**src/rtl/writeback_arbiter.sv**
```systemverilog
// Writeback arbiter: merges non-stallable ALU results with FIFO-buffered load returns onto one regfile write port.
// Latency: ALU result 1 cycle; a load pops no earlier than the edge after it is accepted (no bypass).
// Backpressure: memReady drops when the load FIFO is full; optional flush via `define WB_FLUSH_EN.
module writeback_arbiter #(
  parameter int WordLen   = 32,
  parameter int WordCount = 16,
  parameter int FifoDepth = 4,
  localparam int Bits     = $clog2(WordCount)
) (
  input  logic                 clk,
  input  logic                 rst,
`ifdef WB_FLUSH_EN
  input  logic                 flush,
`endif
  input  logic                 aluValid,
  input  logic [Bits-1:0]      aluReg,
  input  logic [WordLen-1:0]   aluData,
  input  logic                 memValid,
  output logic                 memReady,
  input  logic [Bits-1:0]      memReg,
  input  logic [WordLen-1:0]   memData,
  output logic                 regWrite,
  output logic [Bits-1:0]      writeRegister,
  output logic [WordLen-1:0]   writeData,
  output logic [WordCount-1:0] busyMask
);

  localparam int PW = $clog2(FifoDepth);
  localparam int CW = PW + 1;

  logic [Bits-1:0]    ent_reg_q  [FifoDepth];
  logic [WordLen-1:0] ent_data_q [FifoDepth];
  logic [FifoDepth-1:0] live_q, live_d;
  logic [PW-1:0]        head_q, head_d, tail_q, tail_d;
  logic [CW-1:0]        count_q, count_d;
  logic                 flush_w, push, pop, wr_d;

`ifdef WB_FLUSH_EN
  assign flush_w = flush;
`else
  assign flush_w = 1'b0;
`endif

  assign memReady = (count_q != CW'(FifoDepth));
  // A flush swallows any push and any pop of that cycle; the ALU slot is unaffected.
  assign push     = memValid & memReady & ~flush_w;
  assign pop      = ~aluValid & (count_q != '0) & ~flush_w;
  assign wr_d     = aluValid | (pop & live_q[head_q]);

  // Next FIFO state: kill by younger ALU write (including same-edge push), pop, push, flush.
  always_comb begin
    live_d  = live_q;
    head_d  = head_q;
    tail_d  = tail_q;
    count_d = count_q + CW'(push) - CW'(pop);
    for (int i = 0; i < FifoDepth; i++) begin
      if (aluValid && ent_reg_q[i] == aluReg) live_d[i] = 1'b0;
    end
    if (pop) begin
      live_d[head_q] = 1'b0;
      head_d         = head_q + 1'b1;
    end
    if (push) begin
      live_d[tail_q] = ~(aluValid && memReg == aluReg);
      tail_d         = tail_q + 1'b1;
    end
    if (flush_w) begin
      live_d  = '0;
      count_d = '0;
      head_d  = tail_q;
    end
  end

  // Control state and registered write port, cleared asynchronously.
  always_ff @(posedge clk or negedge rst) begin
    if (!rst) begin
      live_q        <= '0;
      head_q        <= '0;
      tail_q        <= '0;
      count_q       <= '0;
      regWrite      <= 1'b0;
      writeRegister <= '0;
      writeData     <= '0;
    end else begin
      live_q   <= live_d;
      head_q   <= head_d;
      tail_q   <= tail_d;
      count_q  <= count_d;
      regWrite <= wr_d;
      if (wr_d) begin
        writeRegister <= aluValid ? aluReg  : ent_reg_q[head_q];
        writeData     <= aluValid ? aluData : ent_data_q[head_q];
      end
    end
  end

  // Entry payload storage; validity is carried only by live_q so no reset is needed here.
  always_ff @(posedge clk) begin
    if (push) begin
      ent_reg_q[tail_q]  <= memReg;
      ent_data_q[tail_q] <= memData;
    end
  end

  // Busy mask: one bit per register targeted by a still-live queued load.
  always_comb begin
    busyMask = '0;
    for (int i = 0; i < FifoDepth; i++) begin
      if (live_q[i]) busyMask[ent_reg_q[i]] = 1'b1;
    end
  end

endmodule

```
**config.mk**
```make
export PLATFORM = sky130hd
export DESIGN_NAME = writeback_arbiter
export DESIGN_NICKNAME = d
export VERILOG_FILES = /design/src/rtl/writeback_arbiter.sv
export SDC_FILE = /design/constraint.sdc
export NUM_CORES = 1
export LEC_CHECK = 0
export CORE_MARGIN = 2
export CORE_UTILIZATION = 49
export DETAILED_ROUTE_END_ITERATION = 16
export PLACE_DENSITY_LB_ADDON = 0.15
export RECOVER_POWER = 50
export SLEW_MARGIN = 20
export SYNTH_ARGS = -nofsm -noshare
export SYNTH_HDL_FRONTEND = slang
export SYNTH_SLANG_ARGS = --single-unit
```
**constraint.sdc**
```tcl
create_clock -name clk -period 2.15 [get_ports clk]
set_input_delay 0.5375 -clock clk [delete_from_list [all_inputs] [get_ports clk]]
set_output_delay 0.5375 -clock clk [all_outputs]
set_load 0.05 [all_outputs]
```
==> impl_metrics.tcl <==
set metrics [dict create \
    crit_path_end_kind "output pin" \
    cts_tree "yes" \
    endpoint "busyMask[10]" \
    htreeDepth 4 \
    gp_congestion 0.877 \
    netlist_area_um2 8320 \
    period_minus_slack_ns 2.35 \
    antenna_found_initial 3 \
    setup_ws_ns -0.201 \
    max-clock-path-buffers 2 \
    drv_cap 0 \
    ioPinCount 130 \
    drive_gt1_frac 0.250 \
    setup_viol 18 \
    layout_commonest_cell "edfxtp_1" \
    fin_crit_sh 1.09 \
    p_leak_uw 0.00447 \
    gr-total-overflow 0 \
    area_delta_synth_final_pct 34.7 \
    max_stage_delay_ns 0.40 \
    arrival_ns 1.81 \
    routed-via-count 5181 \
    placement.setup.worst_slack_ns -0.157 \
    final_cell_mix "144 x edfxtp_1, 53 x nand2_1, 45 x dfrtp_1, 40 x clkdlybuf4s50_1, 37 x mux4_2" \
    worstRegToRegCells 8 \
    worstReg2RegStart "count_q[1]" \
    ys_seq_area_frac 0.664 \
    routed_wl_mm 18.7 \
    cts_made_buffers 17 \
    tns_ns -2.66 \
    die_x_um 134 \
    dp_hpwl_mm 12.1 \
    cts_sinks 192 \
    grt_pass1_wl_mm 29.7 \
    synth.avg_cell_area_um2 15.9 \
    synth_cells 522 \
    yosysWarningCount 0 \
    critPathMaxFanout 5 \
    startpoint "ent_reg_q[0][0]" \
    core-area_um2 16600 \
    crit_type "reg2out" \
    hold_viol 0 \
    required_ns 1.61 \
    wire_per_inst_um 20.1 \
    status "complete, but fails checks" \
    holdCritPathClass "in2async" \
    first_pass_iters 5 \
    grt_pass1_vias 5471 \
    tightest_slew_ns 1.38 \
    finalClockSkew_ns 0.0153 \
    whs_ns 0.502 \
    clock_latency_ns 0.43 \
    dieArea_um2 18000 \
    irDropWorstVdd_v 0.00106 \
    rsz0062_at_grt "yes" \
    clk_pin_slew_ns 0.07 \
    ys_ff_latch 192 \
    drcViolationCount 0 \
    n_fill_cell 1153 \
    start_util 0.502 \
    path_delay_family "compound AO/OA/AOI/OAI gates" \
    r2r_slack_ns -0.06 \
    cp_slowest_cell "edfxtp_1" \
    timing.slew.headroom 0.0812 \
    grt_max_degree 79 \
    path_depth 5 \
    fp.dieH_um 134 \
    antenna_left 0 \
    grt_use_total 0.217 \
    root_buffer "clkbuf_16" \
    r2r_end "count_q[2]" \
    syn_nets 608 \
    powerDensity_nw_per_um2 1350 \
    synth_cell_types 43 \
    rows 47 \
    vias_per_cell 5.55 \
    first_iter_violations 329 \
    numPortBuffers 129 \
    cp_num_buf_inv 2 \
    cp_cell_sequence "buf_6 > nand3b_1 > o22ai_1 > a221o_1 > buf_12" \
    nets 784 \
    drv_slew 0 \
    startpoint_type "register" \
    max_freq_mhz 425 \
    violations "setup timing" \
]
## power by group
group	leakage (uW)	switching, uW	internal (uW)
Sequential	0.00189	398	4990
Clock	0.000293	1390	1790
Combinational	0.00229	3720	2880
## logic make-up after synthesis
kind of cell	share of synthesized area
AOI/OAI and AO/OA	0.0572
DFF	0.664
buffers and inverters	0.0292
muxes	0.145
adders and majority gates	0.0159
xor gates and xnor gates	0.0263
and+or+nand+nor	0.0624
## synth_stat cells (all sizes together)
master | instances | share of area
mux2 | 1 | 0.0014
nand2 | 53 | 0.024
fa | 1 | 0.0024
nor3 | 5 | 0.0030
edfxtp | 144 | 0.52
a221o | 6 | 0.0072
mux4 | 37 | 0.10
a21oi | 3 | 0.0018
or3b | 4 | 0.0042
o22ai | 6 | 0.0045
nor2b | 4 | 0.0030
nand2b | 6 | 0.0048
mux2i | 36 | 0.043
o221ai | 8 | 0.0084
a31oi | 1 | 0.00075
a22oi | 2 | 0.0018
xor2 | 15 | 0.016
and3b | 2 | 0.0021
o21ai | 37 | 0.022
and2 | 6 | 0.0045
nor4 | 5 | 0.0038
nand3b | 4 | 0.0036
nor2 | 6 | 0.0027
or2 | 1 | 0.00075
nand3 | 6 | 0.0036
and3 | 2 | 0.0015
a211o | 1 | 0.0011
inv | 12 | 0.0054
nor3b | 1 | 0.00090
a32oi | 3 | 0.0032
dfrtp | 48 | 0.14
o211ai | 1 | 0.00090
o32ai | 5 | 0.0053
clkbuf | 20 | 0.0090
ha | 9 | 0.014
xnor2 | 10 | 0.011
buf | 11 | 0.015
## registers in the layout (all words and copies together), names as in the netlist
name           flops
ent_data_q       128
head_q             2
count_q            3
writeData         32
writeRegister      4
regWrite           1
tail_q             2
ent_reg_q         16
live_q             4
## metrics by stage
| stage | instances | total power [uW] | cell area (um^2) | util |
|---|---|---|---|---|
| global placement | 872 | 11800 | 10200 | 0.616 |
| CTS | 925 | 15300 | 11100 | 0.669 |
| finish | 934 | 15200 | 11200 | 0.676 |
| global route | 934 | 15900 | 11200 | 0.676 |
| detailed placement | 872 | 11900 | 10200 | 0.616 |
| floorplan | 522 | 9830 | 8320 | - |
## area by class of cell
| cell class | instances | area, um^2 | area share |
|---|---|---|---|
| Clock buffer | 19 | 443 | 0.0395 |
| Timing Repair Buffer | 188 | 2050 | 0.183 |
| Sequential cell | 192 | 5530 | 0.493 |
| Inverter | 12 | 45.0 | 0.00402 |
| Multi-Input combinational cell | 287 | 2690 | 0.240 |
| Clock inverter | 13 | 169 | 0.0151 |
| Antenna cell | 3 | 7.51 | 0.000670 |
| Tap cell | 220 | 275 | 0.0246 |
## routing by layer
metal / GRT usage / vias up / share of wire
met3: 0.0525 / 24 / 0.058
li1: - / 2374 / -
met1: 0.272 / 2605 / 0.40
met4: 0.0737 / 0 / 0.014
met2: 0.373 / 178 / 0.53
met5: 0 / - / 0
## how the worst min path moves through the flow
stage | startpoint | endpoint | slack [ns] | cells after the start
6_report | rst | writeData[17] | 0.50 | 2
5_1_grt | count_q[0] | count_q[0] | 0.55 | 1
4_1_cts | rst | writeData[17] | 0.09 | 2
3_5_place_dp | count_q[2] | count_q[2] | 0.51 | 1
3_3_place_gp | count_q[2] | count_q[2] | 0.48 | 1
2_1_floorplan | rst | count_q[0] | 0.24 | 0
## what timing repair did
item / CTS / global route
gates resized for setup: 39 / 38
setup endpoints to repair: 25 / 42
setup buffers: 21 / 6
hold buffers: 0 / 0
pin swaps: 7 / 7
Note: power is estimated with default switching activity, not from simulation.
==> variant 1, RTL diff (config.mk and constraints unchanged) <==
Add a define of `WB_FLUSH_EN`.
--- a/src/rtl/writeback_arbiter.sv
+++ b/src/rtl/writeback_arbiter.sv
@@ -1,6 +1,8 @@
 // Writeback arbiter: merges non-stallable ALU results with FIFO-buffered load returns onto one regfile write port.
 // Latency: ALU result 1 cycle; a load pops no earlier than the edge after it is accepted (no bypass).
 // Backpressure: memReady drops when the load FIFO is full; optional flush via `define WB_FLUSH_EN.
+`define WB_FLUSH_EN
+
 module writeback_arbiter #(
   parameter int WordLen   = 32,
   parameter int WordCount = 16,
Ports: changed (added flush); port bits go from 130 to 131. The function was not compared with the original's and may differ.
==> variant 1 against the unedited design <==
  * Critical path type unchanged
  * Via count rose by 4.3%
  * Final area rose by 3.1%
  * First-iteration DRC count rose by 2.7%
  * Setup slack got worse by 110 ps
  * Sequential cell count did not move
  * Critical endpoint is now busyMask[11]
  * Power fell by 22%
  * Synthesized area rose by 0.93%
  * Wire length rose by 7.3%
  * Maximum frequency fell by 4.3%
  * The run still ends with setup timing left
  * Synthesized cell count rose by 4.8%
==> variant 1: results (changes against the unedited design) <==
antenna_found_initial: 0  # was 3
wirelength_um: 20100  # was 18700 um
ys_types: 46  # was 43
num_vias: 5406  # was 5181
synth_commonest_cells: "144 x edfxtp_1, 61 x nand2_1, 48 x dfrtp_1, 37 x mux2i_1, 37 x mux4_2"  # was 144 x edfxtp_1, 53 x nand2_1, 48 x dfrtp_1, 37 x mux4_2
finalSetupViolations: 17  # was 18
drtIter0Drc: 338  # was 329
grt.total_usage_pct: 22.9  # was 21.7%
dp_cells: 911  # was 872
outcome: "finished with violations"  # unchanged
fillCellCount: 1144  # was 1153
crit_family: "flip-flops"  # was compound AO/OA/AOI/OAI gates
synth.net_count: 635  # was 608
syn_inst: 547  # was 522
layout-drive-gt1-share_pct: 30.0  # was 25.0%
nets: 832  # was 784
grt_pass1_wl_um: 31300  # was 29700 um
violations: "setup timing"  # unchanged
max_stage_delay_ps: 510  # was 400 ps
switching_power_uw: 3990  # was 5510 uW
power_leakage_uw: 0.00446  # was 0.00447 uW
final.setup.tns_ps: -3430  # was -2660 ps
post_synth_main_area_contributors: "edfxtp_1 51%, dfrtp_1 14%, mux4_2 9.9%"  # was edfxtp_1 52%, dfrtp_1 14%, mux4_2 10%
insertedDiodeCount: 0  # was 3
slew_headroom_pct: 24.1  # was 8.12%
finalWorstSetupSlack_ps: -306  # was -201 ps
gp_congestion: 0.875  # was 0.877
wl_per_cell_um: 20.6  # was 20.1 um
path_max_fanout: 6  # was 5
grt_max_degree: 41  # was 79
place_ws_ps: -449  # was -157 ps
## variant 1: cell types whose count changed in the layout (fill, tap and decap cells not counted), sizes merged, moves of 3 or more
cell / change
diode: -3
clkinv: +4
dlymetal6s2s: -6
nor2: +11
nand2: +8
buf: +19
dlygate4sd2: -5
nor3: -3
clkdlybuf4s50: +3
inv: +4
and2: -6
clkbuf: +12
a221o: +3
## variant 1: what timing repair did
item                       4_1_cts  5_1_grt
gates cloned                     0        0
pin swaps                       17       11
gates resized for setup         55       43
setup buffers                   20       15
setup endpoints to repair       20       45
## variant 1: per-stage QoR
step | utilization [%] | cell area (sq um)
floorplan | - | 8440
global placement | 63.2 | 10500
detailed placement | 63.2 | 10500
CTS | 68.8 | 11500
global route | 69.5 | 11600
finish | 69.5 | 11600
## variant 1: final timing paths
path | start | to | slack [ps] | cells after the start
min reg2reg | writeData[1] | writeData[1] | 480 | 2
max in group asynchronous | rst | live_q[0] | 350 | 2
max reg2reg | count_q[0] | count_q[2] | -140 | 12
min in group clk | writeData[1] | writeData[1] | 480 | 2
min | rst | writeData[17] | 320 | 1
max | ent_reg_q[2][2] | busyMask[11] | -310 | 5
## variant 1: layout make-up
cell class              count  share of cell area, %
inverters                  17                  0.552
repair buffers            211                   18.7
flip-flops and latches    192                   47.8
clock inverters            13                  0.909
clock buffers              19                   3.83
well taps                 220                   2.38
multi-input cells         305                   25.7
## variant 1: logic make-up after synthesis
kind of cell / after synthesis / synth area share, %
AOI/OAI and AO/OA: 80 / 6.39
DFF: 192 / 65.8
and+or+nand+nor: 116 / 6.50
xor gates and xnor gates: 24 / 2.50
muxes: 74 / 14.3
adders and majority gates: 11 / 1.73
buffers and inverters: 50 / 2.74
## variant 1: routing by layer
metal	vias to the layer above	track usage (%)	part of all wire, %
met5	-	0	0
met4	0	5.73	1.1
met3	19	4.58	4.1
met2	157	40.0	53
met1	2745	29.6	42
li1	2485	-	-
## variant 1: power groups by stage
stage | clock, uW | sequential, uW | combinational [uW]
finish | 2920 | 4850 | 4130
global route | 3120 | 4900 | 4410
CTS | 2970 | 4850 | 4260
detailed placement | 0 | 4920 | 4110
global placement | 0 | 4890 | 4070
floorplan | 0 | 5530 | 1960
==> variant 2, RTL diff (same settings) <==
Made on the original files. Reset style: synchronous (`rst`), changed in one clocked block. Comments in the files are not updated.
--- a/src/rtl/writeback_arbiter.sv
+++ b/src/rtl/writeback_arbiter.sv
@@ -72,7 +72,7 @@
   end
 
   // Control state and registered write port, cleared asynchronously.
-  always_ff @(posedge clk or negedge rst) begin
+  always_ff @(posedge clk) begin
     if (!rst) begin
       live_q        <= '0;
       head_q        <= '0;
Function: differs if rst is asserted again (counterexample within 4 cycles, from zero or initial values and one cycle with rst low); with rst held inactive, the same outputs for 4 cycles.
==> variant 2 against the unedited design <==
  * The flow still finishes with violations (setup timing)
  * Sequential cell count grew 2
  * Synthesized area shrank 0.41%
  * Wire length grew 2.5%
  * Count of clock-buffer cells in the layout shrank 2
  * Global-route usage grew 0.50 points
  * Final area grew 0.26%
  * Setup slack lost 72 ps
  * Die area shrank 0.39%
Power is not compared: it rests on default switching activity, and its combinational part moved more than twofold at a synthesized area within 25%.
==> variant 2: results (changes against the unedited design) <==
power_uw: 10900
use_met1_pct: 27.9  # was 27.2%
place_ws_ps: -349  # was -157 ps
whs_ps: 542  # was 502 ps
wl_met2_um: 9980  # was 9890 um
grt_pass1_wl_um: 30000  # was 29700 um
synth_area_per_cell_sq_um: 15.1  # was 15.9 sq um
synth_seq_area_share_pct: 64.3  # was 66.4%
outcome: "finished with violations"  # unchanged
path_max_fanout: 4  # was 5
arrival_ps: 1890  # was 1810 ps
grt_max_degree: 41  # was 79
nNonClkBuffers: 195  # was 188
max_stage_delay_ps: 460  # was 400 ps
gp_congestion: 0.863  # was 0.877
syn_to_final_growth_pct: 35.6  # was 34.7%
grtUsageMet3_pct: 4.57  # was 5.25%
finalSetupViolations: 17  # was 18
crit_path_end: "busyMask[12]"  # was busyMask[10]
grt.met2_usage_pct: 38.4  # was 37.3%
ys_ff_latch: 194  # was 192
synthArstFlopShare_pct: 0  # was 25.0%
seq_area_sq_um: 5330  # was 5530 sq um
cts_max_level: 4  # unchanged
synth.net_count: 633  # was 608
final.setup.tns_ps: -3120  # was -2660 ps
fillCellCount: 1160  # was 1153
clkbuf_count: 17  # was 19
fin_cells: 959  # was 934
placed_area_sq_um: 10200  # about the same
violations: "setup timing"  # unchanged
multiInputGateArea_sq_um: 2910  # was 2690 sq um
num_vias: 5314  # was 5181
place_hpwl_um: 13200  # was 12100 um
r2r_slack_ps: 30  # was -60 ps
layout-drive-gt1-share_pct: 25.6  # was 25.0%
slew_headroom_pct: 55.3  # was 8.12%
critical_path.startpoint: "ent_reg_q[1][1]"  # was ent_reg_q[0][0]
dp_cells: 899  # was 872
insertedDiodeCount: 0  # was 3
finalWorstSetupSlack_ps: -273  # was -201 ps
seqPwrFrac_pct: 43.2
post_synth_main_area_contributors: "edfxtp_1 52%, dfxtp_1 12%, mux4_2 10%"  # was edfxtp_1 52%, dfrtp_1 14%, mux4_2 10%
wl_met1_um: 8020  # was 7490 um
ys_types: 44  # was 43
buffer_area_share_pct: 18.5  # was 18.3%
nMultiInputCombCells: 309  # was 287
skew_ps: 12.2  # was 15.3 ps
timing.rr.start: "count_q[0]"  # was count_q[1]
variant 2: kinds of logic (layout without fill, tap and decap cells):
| kind of cell | after synthesis | after routing | synth area share [%] |
|---|---|---|---|
| flip-flops | 194 | 194 | 64.3 |
| adder cells (fa/ha/maj) | 10 | 10 | 1.60 |
| XOR/XNOR | 25 | 25 | 2.64 |
| AO/OA/AOI/OAI | 113 | 113 | 8.12 |
| AND/OR/NAND/NOR | 83 | 83 | 5.65 |
| buffers and inverters | 44 | 236 | 2.70 |
| multiplexers | 78 | 78 | 15.0 |
variant 2: what timing repair did:
item	CTS	global route
resized for setup	34	28
endpoints found under the setup margin	19	30
setup buffers	25	3
pin swaps	8	0
variant 2: worst max-delay path: cells and delay by family (launching register included):
kind / cells / cell delay [ps]
AND/OR/NAND/NOR: 1 / 450
AO/OA/AOI/OAI: 2 / 370
flip-flops: 1 / 460
buffers and inverters: 1 / 180
